`config.mk`:
```
export PLATFORM = sky130hd
export DESIGN_NAME = key_search
export DESIGN_NICKNAME = d
export VERILOG_FILES = /design/src/rtl/arcfour_pkg.sv /design/src/rtl/key_search.sv
export SDC_FILE = /design/constraint.sdc
export NUM_CORES = 1
export LEC_CHECK = 0
export BUFFER_PORTS_ARGS = -buffer_cell sky130_fd_sc_hd__buf_2
export CORE_AREA = 10 10 108 91
export CTS_BUF_LIST = sky130_fd_sc_hd__clkbuf_2
export DETAILED_ROUTE_END_ITERATION = 8
export DIE_AREA = 0 0 118 101
export GPL_TIMING_DRIVEN = 0
export PLACE_DENSITY_LB_ADDON = 0.3
export SETUP_SLACK_MARGIN = 0.1
export SYNTH_ARGS = -nofsm -noshare
export SYNTH_HDL_FRONTEND = slang
export SYNTH_SLANG_ARGS = --single-unit
```
`constraint.sdc`:
```
create_clock -name clk -period 2.2 [get_ports clk]
set_input_delay 0.33 -clock clk [delete_from_list [all_inputs] [get_ports clk]]
set_output_delay 0.33 -clock clk [all_outputs]
set_load 0.01 [all_outputs]
```
`src/rtl/arcfour_pkg.sv`:
```
// Shared definitions for the arcfour key-search controller: key geometry,
// default message length, controller states and the plaintext byte rule.
package arcfour_pkg;

  localparam int KEY_W       = 22;
  localparam int KEY_BYTES   = 3;
  localparam int MSG_LEN_DEF = 32;

  typedef enum logic [3:0] {
    KS_IDLE,
    KS_LAUNCH,
    KS_WAIT_CORE,
    KS_RD_ADDR,
    KS_RD_WAIT,
    KS_CHECK,
    KS_NEXT,
    KS_DONE,
    KS_FAIL
  } ks_state_t;

  // Plaintext is accepted only as lowercase ASCII letters or space.
  function automatic logic is_plain(input logic [7:0] b);
    return ((b >= 8'h61) && (b <= 8'h7A)) || (b == 8'h20);
  endfunction

endpackage

```
`src/rtl/key_search.sv`:
```
// Steps a 22-bit key through [KEY_START, KEY_END], launches one arcfour run per
// candidate and scans the decrypted RAM until a fully plain message is found.
module key_search
  import arcfour_pkg::*;
#(
  parameter int                MSG_LEN   = MSG_LEN_DEF,
  parameter logic [KEY_W-1:0]  KEY_START = 22'h000000,
  parameter logic [KEY_W-1:0]  KEY_END   = 22'h3FFFFF,
  localparam int               ADDR_W    = (MSG_LEN > 1) ? $clog2(MSG_LEN) : 1
) (
  input  logic                       clk,
  input  logic                       reset_n,
  input  logic                       start,
  output logic [KEY_BYTES-1:0][7:0]  key,
  output logic                       core_start,
  input  logic                       core_finished,
  output logic [ADDR_W-1:0]          msg_addr,
  input  logic [7:0]                 msg_q,
  output logic                       busy,
  output logic                       found,
  output logic                       exhausted,
  output logic [23:0]                found_key
);

  localparam logic [ADDR_W-1:0] LAST_IDX = ADDR_W'(MSG_LEN - 1);

  ks_state_t         state;
  logic [KEY_W-1:0]  cand;
  logic [ADDR_W-1:0] idx;
  logic              wait_first;

  always_ff @(posedge clk or negedge reset_n) begin
    if (!reset_n) begin
      state      <= KS_IDLE;
      cand       <= '0;
      idx        <= '0;
      wait_first <= 1'b0;
      busy       <= 1'b0;
      found      <= 1'b0;
      exhausted  <= 1'b0;
      found_key  <= '0;
    end else begin
      case (state)
        KS_IDLE, KS_DONE, KS_FAIL: begin
          if (start) begin
            cand      <= KEY_START;
            idx       <= '0;
            found     <= 1'b0;
            exhausted <= 1'b0;
            found_key <= '0;
            busy      <= 1'b1;
            state     <= KS_LAUNCH;
          end
        end
        KS_LAUNCH: begin
          wait_first <= 1'b1;
          state      <= KS_WAIT_CORE;
        end
        KS_WAIT_CORE: begin
          // The core may still show finished from the previous run for one cycle.
          wait_first <= 1'b0;
          if (!wait_first && core_finished) state <= KS_RD_ADDR;
        end
        KS_RD_ADDR: state <= KS_RD_WAIT;
        KS_RD_WAIT: state <= KS_CHECK;
        KS_CHECK: begin
          if (!is_plain(msg_q)) begin
            state <= KS_NEXT;
          end else if (idx == LAST_IDX) begin
            found_key <= {2'b00, cand};
            found     <= 1'b1;
            busy      <= 1'b0;
            state     <= KS_DONE;
          end else begin
            idx   <= idx + 1'b1;
            state <= KS_RD_ADDR;
          end
        end
        KS_NEXT: begin
          if (cand == KEY_END) begin
            exhausted <= 1'b1;
            busy      <= 1'b0;
            state     <= KS_FAIL;
          end else begin
            cand  <= cand + 1'b1;
            idx   <= '0;
            state <= KS_LAUNCH;
          end
        end
        default: state <= KS_IDLE;
      endcase
    end
  end

  assign core_start = (state == KS_LAUNCH);
  assign key        = {{(KEY_BYTES*8-KEY_W){1'b0}}, cand};
  assign msg_addr   = idx;

endmodule

```
Word level (Yosys, flattened, before mapping)
Index checks and enable logic that the tools add are counted.
Widths: inputs -> output; s select.
- flip-flop bits (word level): 59
- input port bits: 12
- output and inout port bits: 57
- logic and storage cells: 76
- $add $sub $neg: 2
- magnitude comparators: 2
- eq/ne operators: 18
- mux-type cells: 30
- reduce and logical (&&, ||, !) cells: 16
- operators by type and width (cell ; number):
    $mux 24 ; 3
    $pmux 24 s2 ; 1
    $mux 22 ; 2
    $pmux 22 s2 ; 1
    $pmux 4 s7 ; 1
    $add 22x1->22 const B ; 1
    $eq 22x22->1 const B ; 1
    $mux 5 ; 4
    $eq 4x3->1 const B ; 4
    $pmux 5 s3 ; 1
    $ne 2x2->1 const B ; 7
    $mux 4 ; 3
    $reduce_and 5->1 ; 2
    $eq 4x2->1 const B ; 2
    $eq 8x6->1 const B ; 1
    $ge 8x7->1 const B ; 1
    $le 8x7->1 const B ; 1
    $mux 1 ; 8
    $mux 3 ; 2
    $pmux 1 s2 ; 3
    $reduce_and 3->1 ; 2
    $reduce_bool 2->1 ; 3
    $add 5x1->5 const B ; 1
    $eq 5x5->1 const B ; 1
    11 further kinds ; 12

Depth between registers and ports, before layout
Gate-level depths: netlist of the first run.
- word-level depth: 5
- mapped depth: 8

Least setup slack after synthesis of the first run
Ideal clock, no wire load.
- kind: reg-to-reg
- from: reg cand[0]
- to: reg cand[6]
- arrival time: 1.914 ns
- slack: 0.168 ns
- cell stages (with the launch flop): 9
- path buffers: 2
- period minus slack after synthesis: 2.032 ns
- path through: dfrtp_1 > ha_1 > nand3_1 > or4_4 > o21ai_2 > buf_6 > buf_6 > nor4_1 > o21a_1
- cells in the longest elaborated chain, start to end: 3
- elaborated cells between the ends (all ways): 6
- ends and longest elaborated chain (element ; RTL line ; source):
    start, declared ; key_search.sv:28 ; logic [KEY_W-1:0] cand;
    start signal, assigned ; key_search.sv:85 ; cand <= cand + 1'b1;
    $add 22x1->22 / $eq 22x22->1 (equally long branches) ; key_search.sv:85, key_search.sv:80 ;
    $mux 22 / $ne 2x2->1 (equally long branches) ; - ;
    $pmux 22 s2 / $reduce_and 3->1 (equally long branches) ; - ;
Parallel ways exist; a longest one is shown, timed or not. The select of a mux whose other input is x is not followed.
A chain may end at the register's enable or synchronous reset.

Worst setup path after layout of the first run
- from: reg state[2]
- to: reg cand[8]
- cells in the longest elaborated chain, start to end: 4
- elaborated cells between the ends (all ways): 10
- ends and longest elaborated chain (element ; RTL line ; source):
    start, declared ; key_search.sv:27 ; ks_state_t state;
    start signal, assigned ; key_search.sv:34 ; state <= KS_IDLE;
    start signal, assigned ; key_search.sv:52 ; state <= KS_LAUNCH;
    start signal, assigned ; key_search.sv:57 ; state <= KS_WAIT_CORE;
    $eq 4x3->1 (tied with other cells) ; key_search.sv:43 ; case (state)
    $reduce_or 3->1 ; key_search.sv:43 ;
    $ne 2x2->1 (no source line) / $reduce_bool 2->1 (equally long branches) ; - ;
    $reduce_and 3->1 (no source line) ; - ;
Parallel ways exist; a longest one is shown, timed or not.

==> impl_metrics.toml, run 1 <==
[grt]
track_usage_pct = 14.6
grt_overflow = 0
grt_pass1_wl_mm = 14.2
grt_pass1_vias = 2739
antenna_found_initial = 0
grt_max_degree = 58

[clocking]
clkLatencyLatePin_ns = 0.49
clkTransAtPathRegs_ns = 0.18
cts_tree = "yes"
htreeDepth = 3
cts-root-buf = "clkbuf_2"
clock_path_buffers = 2
cts-buffers-inserted = 9
cts_sinks = 57

[floorplan]
start_util_pct = 39.0
core_area_um2 = 7690
die_y_um = 101
rows = 29
io_pins = 69
die_width_um = 118
die-area_um2 = 11900

[power_and_ir_drop]
swShare_pct = 36.0
pwr-share-clk_pct = 26.2
pwr_density_cell_nw_per_um2 = 818
combPwrFrac_pct = 38.6
pwr-share-seq_pct = 35.3
power.internal_w = 0.00219
ir_drop_mv = 0.334
p_leak_nw = 1.92
p_switching_w = 0.00123

[finish]
postLayoutCellArea_um2 = 4180
nets = 466
fillers = 712
layout-drive-gt1-share_pct = 38.8
diodes = 0
area_delta_synth_final_pct = 39.6

[synthesis]
ys_top_cells_by_area = "dfrtp_1 48%, nand2_1 7.9%, o21ai_0 4.7%"
syn_inst = 339
synthSimpleGateAreaFrac_pct = 26.6
syn_area_per_cell_um2 = 8.84
synth_xor_area_share_pct = 0
synth_commonest_cells = "63 x nand2_1, 57 x dfrtp_1, 28 x o21ai_0"
synthAdderAreaFrac_pct = 1.25
synth_cell_types = 53
synth.most_common_cell = "nand2_1"
async_flop_share_pct = 100
synth_ff_type = "dfrtp_1"
synth_top_area_share_pct = 47.6
synth-seq-cells = 57
muxShareOfSynthArea_pct = 0.334
synth-warning-count = 0
synth_compound_area_share_pct = 19.2
synth_seq_area_share_pct = 47.6
synth.largest_area_cell = "dfrtp_1"
synth_area_um2 = 3000
synth_edf_count = 0
synth_top_family_by_area = "simple AND/OR/NAND/NOR gates"

[setup_path]
crit_cells = 7
startpoint_type = "register"
cp_slowest_cell = "or4b_4"
cp_num_buf_inv = 2
crit_family = "simple AND/OR/NAND/NOR gates"
r2r_cells = 7
critPathMaxStageDelay_ns = 0.58
required_ns = 2.63
crit_path_end_kind = "register"
cp_max_fo = 6
crit_type = "register to register"
path_cells = "or4b_4 -> nand3_4 -> o21ai_4 -> buf_6 -> buf_4 -> or4_4 -> a21oi_2"
cp.arrival_ns = 2.59

[placement]
io_buffers = 63
dp_hpwl_mm = 6.10
pre_cts_ws_ns = -0.325
gp_congestion = 0.826
placed_area_um2 = 3460

[route]
routed_via_density = 5.42
drt_wl_total_mm = 9.38
vias = 3059
wl_per_cell_um = 16.6
drc_errors = 0
firstDrtPassIters = 5
detail-route-antenna-nets = 0
drt-initial-drc-count = 346

[sta]
setup_viol = 0
min_period_over_period_pct = 98.2
rsz0062_at_grt = "true"
post-route-min-period_ns = 2.16
worst_slew_pin_slew_ns = 0.712
max_freq_ghz = 0.463
final.setup_skew_ns = 0.0232
slew_violations = 0
slew_headroom_pct = 52.5
finalWorstSetupSlack_ns = 0.0393
hold_viol = 0

[flow_run]
drv_cap = 0

[run_status]
outcome = "finished clean"

[min_path]
hold_path.class = "primary input to register"
whs_path_depth = 3
power by group through the flow:
stage | Sequential, W | Clock, W | Combinational [W]
after global routing | 0.00122 | 0.000971 | 0.00143
final | 0.00121 | 0.000896 | 0.00132
after global placement | 0.00123 | 0 | 0.000837
after floorplan | 0.00123 | 0 | 0.000584
after CTS | 0.00120 | 0.000914 | 0.000993
after detailed placement | 0.00123 | 0 | 0.000855
metal layers:
metal / track usage (%) / up-vias / routed length, µm
met3: 5.43 / 10 / 799
met2: 22.3 / 126 / 4270
met1: 19.2 / 1467 / 4210
met4: 3.51 / 0 / 106
met5: 0 / - / 0
li1: - / 1456 / -
final timing paths:
path / endpoint / from / slack [ns]
max reg2reg: cand[8] / state[2] / 0.04
min reg2reg: found / found / 0.49
min in group asynchronous: cand[19] / reset_n / 0.43
min: state[3] / start / 0.27
max in group asynchronous: cand[14] / reset_n / 1.26
max: cand[8] / state[2] / 0.04
worst reg2reg max path, cell delays in order (launching register included):
cell and delay, ns:
dfrtp_2 0.49, or4b_4 0.58, nand3_4 0.12, o21ai_4 0.09, buf_6 0.15, buf_4 0.14, or4_4 0.41, a21oi_2 0.12
cells by family after synthesis:
group | Yosys count
AO/OA/AOI/OAI | 96
adder cells (fa/ha/maj) | 3
buffers and inverters | 29
flip-flops | 57
multiplexers | 1
other | 1
AND/OR/NAND/NOR | 152
sequential cells by signal, indices dropped and copies added, names as in the netlist:
register,count
msg_addr,5
state,4
cand,22
found,1
busy,1
wait_first,1
found_key,22
exhausted,1
final cells by class:
class                      count  area [µm²]  share of cell area (%)
tap                          108         135                    3.23
timing repair buffer          99         618                    14.8
clock buffer                  10        50.0                    1.20
sequential                    57        1440                    34.4
buffer                        22         175                    4.19
multi-input combinational    256        1640                    39.1
inverter                       6        22.5                   0.538
clock inverter                 6         106                    2.54
repair_timing:
item / 4_1_cts / 5_1_grt
hold endpoints to repair: 0 / 57
setup buffers: 10 / 23
hold buffers: 0 / 1
pin swaps: 3 / 18
gates resized for setup: 29 / 50
gates cloned: 0 / 2
endpoints found under the setup margin: 50 / 48
per-stage QoR:
step                      TNS (ns)  utilization, %  power [W]  hold slack, ns  instances
final                            0            54.4    0.00342           0.272        564
after global routing             0            54.4    0.00362           0.238        564
after CTS                        0            49.4    0.00311           0.143        539
after detailed placement     -7.16            45.0    0.00209           0.460        513
after global placement       -5.03            45.0    0.00207           0.456        513
after floorplan                  0               -    0.00181          0.0344        342
layout by cell type, fill, tap and decap left out, drive strengths merged, types with 4 or more instances in the layout:
master  netlist  final
buf          11    110
nand2        63     63
dfrtp        57     57
o21ai        45     45
a21oi        22     22
clkbuf       12     20
nor2         15     15
nor3         10     10
or3           9      9
nand4         8      8
nand3         8      8
or4           8      8
inv           6      6
nor4          5      5
nand2b        4      4
and3          4      4
nand4b        4      4
o21a          4      4
conb          1      4
a31oi         4      4
o31ai         4      4
Note: power is estimated with default switching activity, not from simulation.
==> run 2: changes to the inputs <==
--- a/config.mk
+++ b/config.mk
@@ -12,7 +12,7 @@
 export DIE_AREA = 0 0 118 101
 export GPL_TIMING_DRIVEN = 0
 export PLACE_DENSITY_LB_ADDON = 0.3
-export SETUP_SLACK_MARGIN = 0.1
+export SETUP_SLACK_MARGIN = 0.15
 export SYNTH_ARGS = -nofsm -noshare
 export SYNTH_HDL_FRONTEND = slang
 export SYNTH_SLANG_ARGS = --single-unit
==> run 2 against run 1 <==
Critical path depth down 1. Die area did not move. Power fell by 5.8%. Critical endpoint is now cand[19]. Worst setup slack improved by 0.087 ns. Sequential power is essentially flat. First-iteration DRC count decreased by 16%. Sequential cell count unchanged. Routed wire length is 2.1% lower. Via count shrank 2.1%. Maximum frequency increased by 4.2%.
==> impl_metrics.toml, run 2 (synthesis results as in run 1) <==
[clocking]
cts-buffers-inserted = 9
cts_tree = "yes"
cts-root-buf = "clkbuf_2"
htreeDepth = 3
clkLatencyLatePin_ns = 0.48
clkTransAtPathRegs_ns = 0.16
cts_sinks = 57
clock_path_buffers = 2

[finish]
layout-drive-gt1-share_pct = 36.9
final_util_pct = 53.0
final_cell_mix = "67 x buf_2, 63 x nand2_1, 46 x dfrtp_1"
diodes = 0
nets = 462
mostFrequentLayoutCell = "buf_2"
stdcell_count = 560
postLayoutCellArea_um2 = 4080
area_delta_synth_final_pct = 36.1

[setup_path]
required_ns = 2.62
crit_family = "simple AND/OR/NAND/NOR gates"
startpoint_type = "register"
r2r_slack_ns = 0.13
crit_cells = 6
cp.arrival_ns = 2.49
timing.rr.start = "state[1]"
r2r_cells = 6
crit_type = "register to register"
cp_num_buf_inv = 1
path_cells = "or4b_4 -> a31oi_4 -> o21ai_4 -> buf_6 -> or4_4 -> a21oi_2"
crit_path_end_kind = "register"
critPathMaxStageDelay_ns = 0.59
cp_max_fo = 3
r2r-end = "cand[19]"
cp_slowest_cell = "or4b_4"

[grt]
grt_pass1_vias = 2793
grt_overflow = 0
grt_max_degree = 58
use_met3_pct = 5.49
met2_usage_pct = 22.3
track_usage_pct = 14.8
busiest_layer = "met2"
use_met1_pct = 19.7
grt_pass1_wl_mm = 14.4
antenna_found_initial = 0

[run_status]
outcome = "finished clean"

[min_path]
worstHoldStart = "start"
hold_path.class = "primary input to register"
hold_end = "state[2]"
whs_path_depth = 4

[placement]
dp_cells = 513
io_buffers = 63
gp_congestion = 0.826
placed_area_um2 = 3460
dp_hpwl_mm = 6.10

[power_and_ir_drop]
power.internal_w = 0.00207
ir_drop_mv = 0.335
pwr-share-clk_pct = 27.8
swShare_pct = 35.7
pwr_density_cell_nw_per_um2 = 791
p_switching_w = 0.00115
p_leak_nw = 1.89
pwr-share-seq_pct = 36.6
combPwrFrac_pct = 35.6

[sta]
final.setup_skew_ns = 0.0199
setup_viol = 0
post-route-min-period_ns = 2.07
hold_viol = 0
max_freq_ghz = 0.482
tns_ns = 0
slew_headroom_pct = 51.4
slew_violations = 0
min_period_over_period_pct = 94.3
rsz0062_at_grt = "true"
worst_slew_pin_slew_ns = 0.729

[route]
drt_wl_total_mm = 9.18
drc_errors = 0
routed_via_density = 5.35
drt-initial-drc-count = 290
detail-route-antenna-nets = 0
vias = 2994
wl_per_cell_um = 16.4
firstDrtPassIters = 4

[floorplan]
io_pins = 69
core_area_um2 = 7690
die_y_um = 101
start_util_pct = 39.0
rows = 29
die-area_um2 = 11900
die_width_um = 118

[flow_run]
drv_cap = 0
run 2: routing by layer:
metal / part of all wire [%] / vias to the layer above / wire, µm
met3: 6.4 / 9 / 585
li1: - / 1444 / -
met2: 47 / 85 / 4320
met1: 46 / 1456 / 4190
met5: 0 / - / 0
met4: 0.95 / 0 / 87
run 2: per-stage QoR:
step | power, W | setup slack [ns] | hold WS (ns)
3_5_place_dp | 0.00209 | -0.325 | 0.460
4_1_cts | 0.00318 | 0.125 | 0.142
6_report | 0.00322 | 0.126 | 0.325
3_3_place_gp | 0.00207 | -0.254 | 0.456
2_1_floorplan | 0.00181 | 0.168 | 0.0344
5_1_grt | 0.00343 | 0.0678 | 0.278
run 2: cell type report:
cell class	instances	area (µm²)
clock inverters	6	106
well taps	108	135
repair buffers	94	564
fillers	736	3610
clock buffers	10	50.0
flip-flops and latches	57	1440
inverters	6	22.5
plain buffers	23	176
multi-input cells	256	1580
run 2: how the worst max path moves through the flow:
stage	from	slack, ns	endpoint
4_1_cts	cand[0]	0.13	cand[6]
3_5_place_dp	msg_addr[0]	-0.33	found_key[20]
3_3_place_gp	msg_addr[0]	-0.25	found_key[17]
5_1_grt	cand[14]	0.07	cand[6]
2_1_floorplan	cand[0]	0.17	cand[6]
6_report	state[1]	0.13	cand[19]
run 2: worst register-to-register path, cell delays in order (launching register included):
cell     delay [ns]
dfrtp_2        0.44
or4b_4         0.59
a31oi_4        0.21
o21ai_4        0.10
buf_6          0.13
or4_4          0.41
a21oi_2        0.13
run 2: power groups by stage:
| stage | registers (W) | logic (W) | clock network [W] |
|---|---|---|---|
| after floorplan | 0.00123 | 0.000584 | 0 |
| after global placement | 0.00123 | 0.000837 | 0 |
| after detailed placement | 0.00123 | 0.000855 | 0 |
| after CTS | 0.00118 | 0.00108 | 0.000914 |
| after global routing | 0.00119 | 0.00126 | 0.000974 |
| final | 0.00118 | 0.00115 | 0.000895 |
run 2: repair_timing:
| item | 4_1_cts | 5_1_grt |
|---|---|---|
| hold buffers | 0 | 1 |
| buffers inserted | 16 | 14 |
| resized for setup | 41 | 29 |
| hold endpoints to repair | 0 | 57 |
| pin swaps | 7 | 9 |
| setup endpoints to repair | 52 | 48 |
